==> src/rtl/shift_pkg.sv <==
// Shared types for the sequential right shifter.
//   shift_state_t : FSM encoding (idle / shifting / result held)
//   shift_mode_t  : fill mode latched at accept time
//   SHIFT_STEP_DEFAULT : default per-cycle shift limit
package shift_pkg;

    localparam int SHIFT_STEP_DEFAULT = 4;

    typedef enum logic [1:0] {
        S_IDLE,
        S_SHIFT,
        S_DONE
    } shift_state_t;

    typedef enum logic {
        SHIFT_LOGICAL = 1'b0,
        SHIFT_ARITH   = 1'b1
    } shift_mode_t;

endpackage

==> src/rtl/shift_right_step.sv <==
// One bounded right-shift stage: result = data >> amt with `fill` entering
// the vacated MSBs, for amt in 0..STEP.
//   data   : operand
//   amt    : shift amount, 0..STEP (values above STEP pass data through)
//   fill   : bit shifted into the vacated positions
//   result : shifted value
module shift_right_step
    import shift_pkg::*;
#(
    parameter int N    = 32,
    parameter int STEP = SHIFT_STEP_DEFAULT,
    parameter int AW   = $clog2(STEP) + 1
) (
    input  logic [N-1:0]  data,
    input  logic [AW-1:0] amt,
    input  logic          fill,
    output logic [N-1:0]  result
);

    // Sign/zero-extended operand; each candidate is an N-bit window into it.
    logic [N+STEP-1:0]     ext;
    logic [STEP:0][N-1:0]  cand;

    assign ext = {{STEP{fill}}, data};

    for (genvar k = 0; k <= STEP; k++) begin : g_cand
        assign cand[k] = ext[k +: N];
    end

    always_comb begin
        result = data;
        for (int k = 0; k <= STEP; k++) begin
            if (amt == AW'(k)) result = cand[k];
        end
    end

endmodule

==> src/rtl/shift_right_sequential.sv <==
// Multi-cycle logical/arithmetic right shifter, at most STEP bits per clock,
// valid/ready on both sides, one operation in flight.
//   clk, rst            : rising-edge clock, async active-low reset
//   in_valid/in_ready   : operand handshake (in, shamt, arith)
//   out_valid/out_ready : result handshake (out)
// Latency from accept edge to out_valid: 1 + ceil(shamt/STEP) edges.
module shift_right_sequential
    import shift_pkg::*;
#(
    parameter int N    = 32,
    parameter int STEP = SHIFT_STEP_DEFAULT
) (
    input  logic                 clk,
    input  logic                 rst,
    input  logic                 in_valid,
    output logic                 in_ready,
    input  logic [N-1:0]         in,
    input  logic [$clog2(N)-1:0] shamt,
    input  logic                 arith,
    output logic                 out_valid,
    input  logic                 out_ready,
    output logic [N-1:0]         out
);

    localparam int SW = $clog2(N);
    localparam int AW = $clog2(STEP) + 1;
    localparam logic [SW:0] STEP_W = (SW+1)'(STEP);

    shift_state_t  state, state_nxt;
    logic [N-1:0]  acc, acc_shifted;
    logic [SW-1:0] rem;
    shift_mode_t   mode;
    logic          sign;

    logic          fill;
    logic          last;
    logic [AW-1:0] step_amt;
    logic          accept;

    // Fill is frozen at accept so later input changes cannot leak in.
    assign fill     = (mode == SHIFT_ARITH) && sign;
    // rem is widened by one bit so STEP == N still compares correctly.
    assign last     = ({1'b0, rem} <= STEP_W);
    assign step_amt = last ? AW'(rem) : AW'(STEP);
    assign accept   = in_valid && in_ready;
    assign out      = acc;

    shift_right_step #(.N(N), .STEP(STEP), .AW(AW)) u_step (
        .data   (acc),
        .amt    (step_amt),
        .fill   (fill),
        .result (acc_shifted)
    );

    always_ff @(posedge clk or negedge rst) begin
        if (!rst) state <= S_IDLE;
        else      state <= state_nxt;
    end

    always_comb begin
        state_nxt = state;
        in_ready  = 1'b0;
        out_valid = 1'b0;
        case (state)
            S_IDLE: begin
                // Held low while reset is asserted even though state is IDLE.
                in_ready = rst;
                if (in_valid && rst)
                    state_nxt = (shamt == '0) ? S_DONE : S_SHIFT;
            end
            S_SHIFT: begin
                if (last) state_nxt = S_DONE;
            end
            S_DONE: begin
                out_valid = 1'b1;
                if (out_ready) state_nxt = S_IDLE;
            end
            default: state_nxt = S_IDLE;
        endcase
    end

    always_ff @(posedge clk or negedge rst) begin
        if (!rst) begin
            acc  <= '0;
            rem  <= '0;
            mode <= SHIFT_LOGICAL;
            sign <= 1'b0;
        end else if (accept) begin
            acc  <= in;
            rem  <= shamt;
            mode <= shift_mode_t'(arith);
            sign <= in[N-1];
        end else if (state == S_SHIFT) begin
            acc  <= acc_shifted;
            rem  <= rem - SW'(step_amt);
        end
    end

endmodule

==> config.mk <==
export PLATFORM = sky130hd
export DESIGN_NAME = shift_right_sequential
export DESIGN_NICKNAME = d
export VERILOG_FILES = /design/src/rtl/shift_pkg.sv /design/src/rtl/shift_right_step.sv /design/src/rtl/shift_right_sequential.sv
export SDC_FILE = /design/constraint.sdc
export NUM_CORES = 1
export LEC_CHECK = 0
export CAP_MARGIN = 20
export CORE_ASPECT_RATIO = 2
export CORE_UTILIZATION = 47
export CTS_CLUSTER_DIAMETER = 50
export DETAILED_ROUTE_END_ITERATION = 8
export PLACE_DENSITY = 0.77
export SETUP_SLACK_MARGIN = 0.2
export SYNTH_ARGS = -nofsm -noshare
export SYNTH_HDL_FRONTEND = slang
export SYNTH_HIERARCHICAL = 1
export SYNTH_SLANG_ARGS = --single-unit
==> constraint.sdc <==
create_clock -name clk -period 2.4 [get_ports clk]
set_input_delay 0.48 -clock clk [delete_from_list [all_inputs] [get_ports clk]]
set_output_delay 0.48 -clock clk [all_outputs]
set_load 0.05 [all_outputs]
==> results_dict.tcl, run 1 <==
set metrics [dict create \
    dpl_cell_area_sq_um 4510 \
    path_cells "or3_4, nor2_4, buf_12, buf_12, nor2_4, a221oi_2, o221ai_1, a22o_1, a21o_1" \
    ys_types 53 \
    syn_to_final_growth_pct 41.1 \
    final_area_sq_um 5200 \
    rsz0062_at_grt "yes" \
    yosysWarnings 6 \
    synth_fa_ha_area_frac 0.00340 \
    ys.flop_type "dfrtp_1" \
    vias 4139 \
    cp.arrival_ps 2520 \
    synth_top_area_cell "dfrtp_1" \
    initialDrtViolationCount 541 \
    drc_errors 0 \
    antenna_found_initial 0 \
    end_kind "register" \
    drive_gt1_frac 0.216 \
    hp-class "in -> async" \
    synth_compound_area_frac 0.413 \
    tightest_slew_ps 663 \
    clock-sinks 41 \
    cts-root-buf "clkbuf_16" \
    grt_max_degree 79 \
    wl_um 13000 \
    syn_avg_cell_area_sq_um 8.94 \
    clk_latency_ps 290 \
    synthTopCellsByArea "dfrtp_1 28%, a22o_1 7.4%, a21o_1 6.3%" \
    crit_slowest_cell "or3_4" \
    crit_fanout 12 \
    die-area_sq_um 8220 \
    critical_path_buf_inv_count 2 \
    h-tree-depth 2 \
    synth_edf_count 0 \
    cts_buffers 5 \
    synth_top_area_frac 0.279 \
    place_congestion 0.861 \
    netlist_instances 412 \
    die_h_um 127 \
    via_per_inst 7.08 \
    core_region_area_sq_um 7600 \
    synth_xor_area_frac 0.00238 \
    synth-seq-area-share 0.279 \
    finalCritPeriodShare 0.974 \
    dr.pass1.iters 6 \
    grt_pass1_vias 3929 \
    multi_input_area_sq_um 2600 \
    synth_top_family_by_area "compound AO/OA/AOI/OAI gates" \
    antennaDiodeCount 0 \
    synth_area_sq_um 3680 \
    synth_fp_nets 455 \
    fin_setup_tns_ps 0 \
    startpoint_type "register" \
    io_buffers 75 \
    clk_pin_slew_ps 60 \
    avgRoutedWirePerCell_um 22.3 \
    cts_tree "done" \
    fmax_mhz 428 \
    grt_overflow_total 0 \
    hold_violations 0 \
    track_usage 0.303 \
    ios 76 \
    slew_headroom 0.557 \
    die_x_um 64.6 \
    synthMuxAreaShare 0.0387 \
    final_util 0.684 \
    skew_ps 5.06 \
    maxCapViolCount 0 \
    drv_slew 0 \
    rows 45 \
    yosys.area_share.simple 0.175 \
    ff_latch_area_sq_um 1030 \
    max_stage_delay_ps 440 \
    fillers 610 \
    worstSetupPathType "reg -> reg" \
    ant_nets 0 \
    worstPathRequired_ps 2580 \
    final_nets 534 \
    cp_top_family "compound AO/OA/AOI/OAI gates" \
    grt_pass1_wl_um 19400 \
    cts_hold_buf 0 \
    clock_path_buffers 2 \
    synthArstFlopShare 1.00 \
    dp_hpwl_um 7630 \
    setup_viol 0 \
    synth_seq_cells 41 \
    initial_core_util 0.485 \
    layout_min_cycle_time_ps 2340 \
    status "finished, final reports clean" \
]
==> Yosys cell counts (all sizes together), types with 2 or more instances <==
cell type	n
nand2b	20
nor3b	3
o31ai	2
a221o	2
o221ai	12
a21oi	32
inv	5
o21ai	7
and2	4
nand2	25
buf	39
mux2	2
dfrtp	41
clkbuf	5
or3	2
nor2	15
a211oi	4
mux2i	12
a22oi	11
nor3	6
nor2b	8
a221oi	23
nand3b	18
o32a	17
a22o	31
nand3	2
o21a	18
a21o	31
==> repair_timing <==
action                                  in CTS  in global routing
hold endpoints to repair                     0                  0
gates resized for setup                     24                 43
pin swaps                                   12                 36
gates cloned                                 4                  2
buffers inserted                             6                  2
endpoints found under the setup margin      30                 41
==> flip-flops by register name, indices dropped and copies added (netlist names) <==
name	cells
out	32
mode	1
state	2
sign	1
rem	5
==> routing by layer <==
metal | global-route usage | vias up | part of all wire
met2 | 0.534 | 262 | 0.53
met1 | 0.340 | 2022 | 0.35
met4 | 0.174 | 0 | 0.050
met5 | 0 | - | 0
met3 | 0.0402 | 80 | 0.066
li1 | - | 1775 | -
==> stage by stage <==
stage	hold slack [ps]	worst slack [ps]	std cells
5_1_grt	349	14.1	585
3_5_place_dp	507	99.0	564
3_3_place_gp	483	159	564
4_1_cts	333	109	581
2_1_floorplan	184	162	412
6_report	297	62.8	585
==> cell type report <==
class | count | area share
multi-input cells | 323 | 0.500
repair buffers | 115 | 0.248
flip-flops and latches | 41 | 0.197
clock buffers | 7 | 0.0274
well taps | 94 | 0.0226
inverters | 5 | 0.00433
==> cell families (layout without fill, tap and decap cells) <==
group	after synthesis	count (layout)
XOR/XNOR	1	1
AND/OR/NAND/NOR	109	110
flip-flops	41	41
adder cells (fa/ha/maj)	1	1
other	1	1
buffers and inverters	49	127
AO/OA/AOI/OAI	196	196
multiplexers	14	14
==> cells in the final DEF, fill, tap and decap left out, types with 4 or more instances in the layout <==
cell,synthesis,layout
clkdlybuf4s50_1,0,64
dfrtp_1,41,41
a22o_1,31,31
a21o_1,31,31
a21oi_1,32,28
buf_4,7,25
nand2_1,24,24
a221oi_2,1,20
o21a_1,18,18
nand3b_1,18,18
o32a_1,17,17
mux2i_1,12,12
nor2_1,12,11
a22oi_1,11,11
nand2b_1,20,11
buf_12,0,9
o221ai_1,12,9
nand2b_4,0,9
dlymetal6s2s_1,0,8
o21ai_0,7,6
clkbuf_16,0,6
nor2b_1,7,6
nor3_1,5,5
nor2_4,2,4
a21oi_2,0,4
==> path summary, 6_finish.rpt <==
path	from	to	slack (ps)	depth (start not counted)
worst max-delay path	rem[4]	out[14]	60	9
worst min-delay path	rst	out[31]	300	2
worst max register to register	rem[4]	out[14]	60	9
worst min register to register	mode	mode	520	1
max in group asynchronous	rst	out[7]	1700	2
min in group clk	mode	mode	520	1
==> worst register-to-register path, cell delays in order, from the launching register on <==
cell and delay, ps:
dfrtp_1 390, or3_4 440, nor2_4 120, buf_12 160, buf_12 140, nor2_4 100
a221oi_2 310, o221ai_1 190, a22o_1 220, a21o_1 150
Power of run 1 is left out: the tool's default activity adds up to more than one toggle a clock period on the data nets, which glitch-free logic cannot reach.
==> inputs of run 2 (changes only) <==
CORE_UTILIZATION = 44   (was 47)
PLACE_DENSITY = 0.76   (was 0.77)
SYNTH_HIERARCHICAL = default   (was 1)
==> run 2 against run 1 <==
  * Via count fell by 28%
  * Critical path depth fell by 8
  * Clock skew rose by 3.7 ps
  * Sequential share of layout area rose by 6.9 points
  * Hold slack got worse by 260 ps
  * Die area fell by 16%
  * Non-clock buffer count fell by 24
  * Routed wire length fell by 32%
  * First-iteration DRC count fell by 65%
  * Final area fell by 26%
  * Cell count fell by 17%
  * Synthesized cell count fell by 19%
  * Critical endpoint is now out[30]
==> results_dict.tcl, run 2 <==
set metrics [dict create \
    status "finished, final reports clean" \
    ys_types 43 \
    core_region_area_sq_um 6310 \
    cp.arrival_ps 1690 \
    synth_top_area_cell "dfrtp_1" \
    cp_top_family "buffers and inverters" \
    via_per_inst 6.09 \
    end_kind "output port" \
    fin_setup_tns_ps 0 \
    layout_common_cells "72 x clkdlybuf4s50_1, 41 x dfrtp_1, 38 x a211oi_1" \
    clock_path_buffers 2 \
    h-tree-depth 2 \
    layout_min_cycle_time_ps 2170 \
    ios 76 \
    die_x_um 59.1 \
    cts_tree "done" \
    largest_register_ffs 32 \
    ys.flop_type "dfrtp_1" \
    die_h_um 116 \
    setup_viol 0 \
    worstPathRequired_ps 1920 \
    grt_pass1_wl_um 14100 \
    avgRoutedWirePerCell_um 18.1 \
    place_congestion 0.832 \
    final_common_cell "clkdlybuf4s50_1" \
    switching_share 0.533 \
    synth_top_area_frac 0.358 \
    powerDensity_nw_per_um2 1630 \
    vias 2967 \
    dr.pass1.iters 4 \
    hold_ws_ps 40.4 \
    synthArstFlopShare 1.00 \
    die-area_sq_um 6860 \
    ant_nets 0 \
    worstSetupPathType "reg -> out" \
    fmax_mhz 462 \
    synth_edf_count 0 \
    p_switching_mw 3.34 \
    ff_latch_area_sq_um 1030 \
    initialDrtViolationCount 187 \
    max_stage_delay_ps 880 \
    grt_pass1_vias 2779 \
    tightest_slew_ps 553 \
    power_frac_comb 0.625 \
    grt_max_degree 48 \
    cts_buffers 5 \
    intPower_mw 2.92 \
    yosysWarnings 0 \
    synthTopCellsByArea "dfrtp_1 36%, a211oi_1 9.9%, mux2i_1 6.6%" \
    fillers 547 \
    synth_fp_nets 377 \
    dp_hpwl_um 6080 \
    rows 41 \
    final_nets 442 \
    multi_input_area_sq_um 1670 \
    synth_area_sq_um 2870 \
    synth-seq-area-share 0.358 \
    startpoint_type "register" \
    finalCritPeriodShare 0.902 \
    slew_headroom 0.631 \
    drv_slew 0 \
    rr_endpoint "out[29]" \
    initial_core_util 0.454 \
    synth_seq_cells 41 \
    critical_path_buf_inv_count 1 \
    syn_avg_cell_area_sq_um 8.59 \
    crit_slowest_cell "clkdlybuf4s50_1" \
    hold_violations 0 \
    cts-root-buf "clkbuf_16" \
    clock-sinks 41 \
    syn_to_final_growth_pct 34.1 \
    clk_latency_ps 290 \
    cts_hold_buf 0 \
    rsz0062_at_grt "no" \
    post_cts_buffers 0 \
    r2r_cells 5 \
    skew_ps 8.71 \
    drive_gt1_frac 0.115 \
    r2r_start "rem[2]" \
    synth.most_common_cell "dfrtp_1" \
    antenna_found_initial 1 \
    p_leak_nw 1.46 \
    synthTopCellsByCount "41 x dfrtp_1, 38 x a211oi_1, 32 x nand2_1" \
    path_cells "clkdlybuf4s50_1" \
    netlist_instances 334 \
    maxCapViolCount 0 \
    track_usage 0.274 \
    p_clk_frac 0.109 \
    hp-class "in -> async" \
    r2r_setup_slack_ps 470 \
    io_buffers 75 \
    crit_fanout 6 \
    seqPwrFrac 0.266 \
    clk_pin_slew_ps 70 \
    worst_ir_drop_vdd_v 0.000773 \
    drc_errors 0 \
    wl_um 8830 \
    grt_overflow_total 0 \
]
## run 2: changes by cell type after synthesis, sizes merged, moves of 14 or more
cell | before | now
o32a | 17 | 0
buf | 39 | 15
nand2b | 20 | 3
a21oi | 32 | 14
nand3b | 18 | 0
a21o | 31 | 2
o21ai | 7 | 56
a22o | 31 | 0
nor2 | 15 | 29
a221oi | 23 | 0
a211oi | 4 | 38
o21a | 18 | 0
## run 2: layout make-up
class,instances,area share
Antenna cell,1,0.000651
Clock buffer,5,0.0325
Clock inverter,3,0.00455
Inverter,2,0.00195
Multi-Input combinational cell,258,0.435
Sequential cell,41,0.267
Tap cell,86,0.0280
Timing Repair Buffer,91,0.230
## run 2: per-layer routing
layer,track usage,vias up,routed length (um),share of wire
li1,-,1404,-,-
met1,0.342,1452,3520,0.40
met2,0.460,99,4740,0.54
met3,0.0299,12,355,0.040
met4,0.135,0,216,0.024
met5,0,-,0,0
## run 2: worst max-delay path by stage
stage	from	endpoint	slack, ps	cells after the start
after floorplan	rem[3]	rem[2]	420	8
after global placement	in_valid	out[0]	350	5
after detailed placement	in_valid	out[0]	280	5
after CTS	out[30]	out[30]	250	1
after global routing	out[30]	out[30]	230	1
final	out[30]	out[30]	230	1
## run 2: kinds of logic after synthesis
group,share of synthesized area
adders and majority gates,0.00436
muxes,0.0702
other,0.00131
and+or+nand+nor,0.135
DFF,0.358
AOI/OAI and AO/OA,0.365
buffers and inverters,0.0659
## run 2: stage by stage
step                cells  power [mW]  setup slack [ps]  utilization  cell area (sq um)
floorplan             334        4.38               424            -               2870
global placement      478        5.45               352        0.585               3690
detailed placement    478        5.53               285        0.585               3690
CTS                   486        6.22               246        0.608               3830
global route          487        6.66               226        0.610               3850
finish                487        6.26               234        0.610               3850
## run 2: what timing repair did
action / CTS / global route
endpoints found under the hold margin: 0 / 0
gates resized for setup: 0 / 2
endpoints found under the setup margin: 0 / 4
## run 2: power groups by stage
| stage | logic, mW | clock network, mW | registers, mW |
|---|---|---|---|
| floorplan | 2.09 | 0 | 2.28 |
| CTS | 3.89 | 0.686 | 1.64 |
| global route | 4.21 | 0.713 | 1.73 |
| global placement | 3.80 | 0 | 1.65 |
| detailed placement | 3.88 | 0 | 1.65 |
| finish | 3.91 | 0.684 | 1.67 |
(Power assumes the default switching activity.)
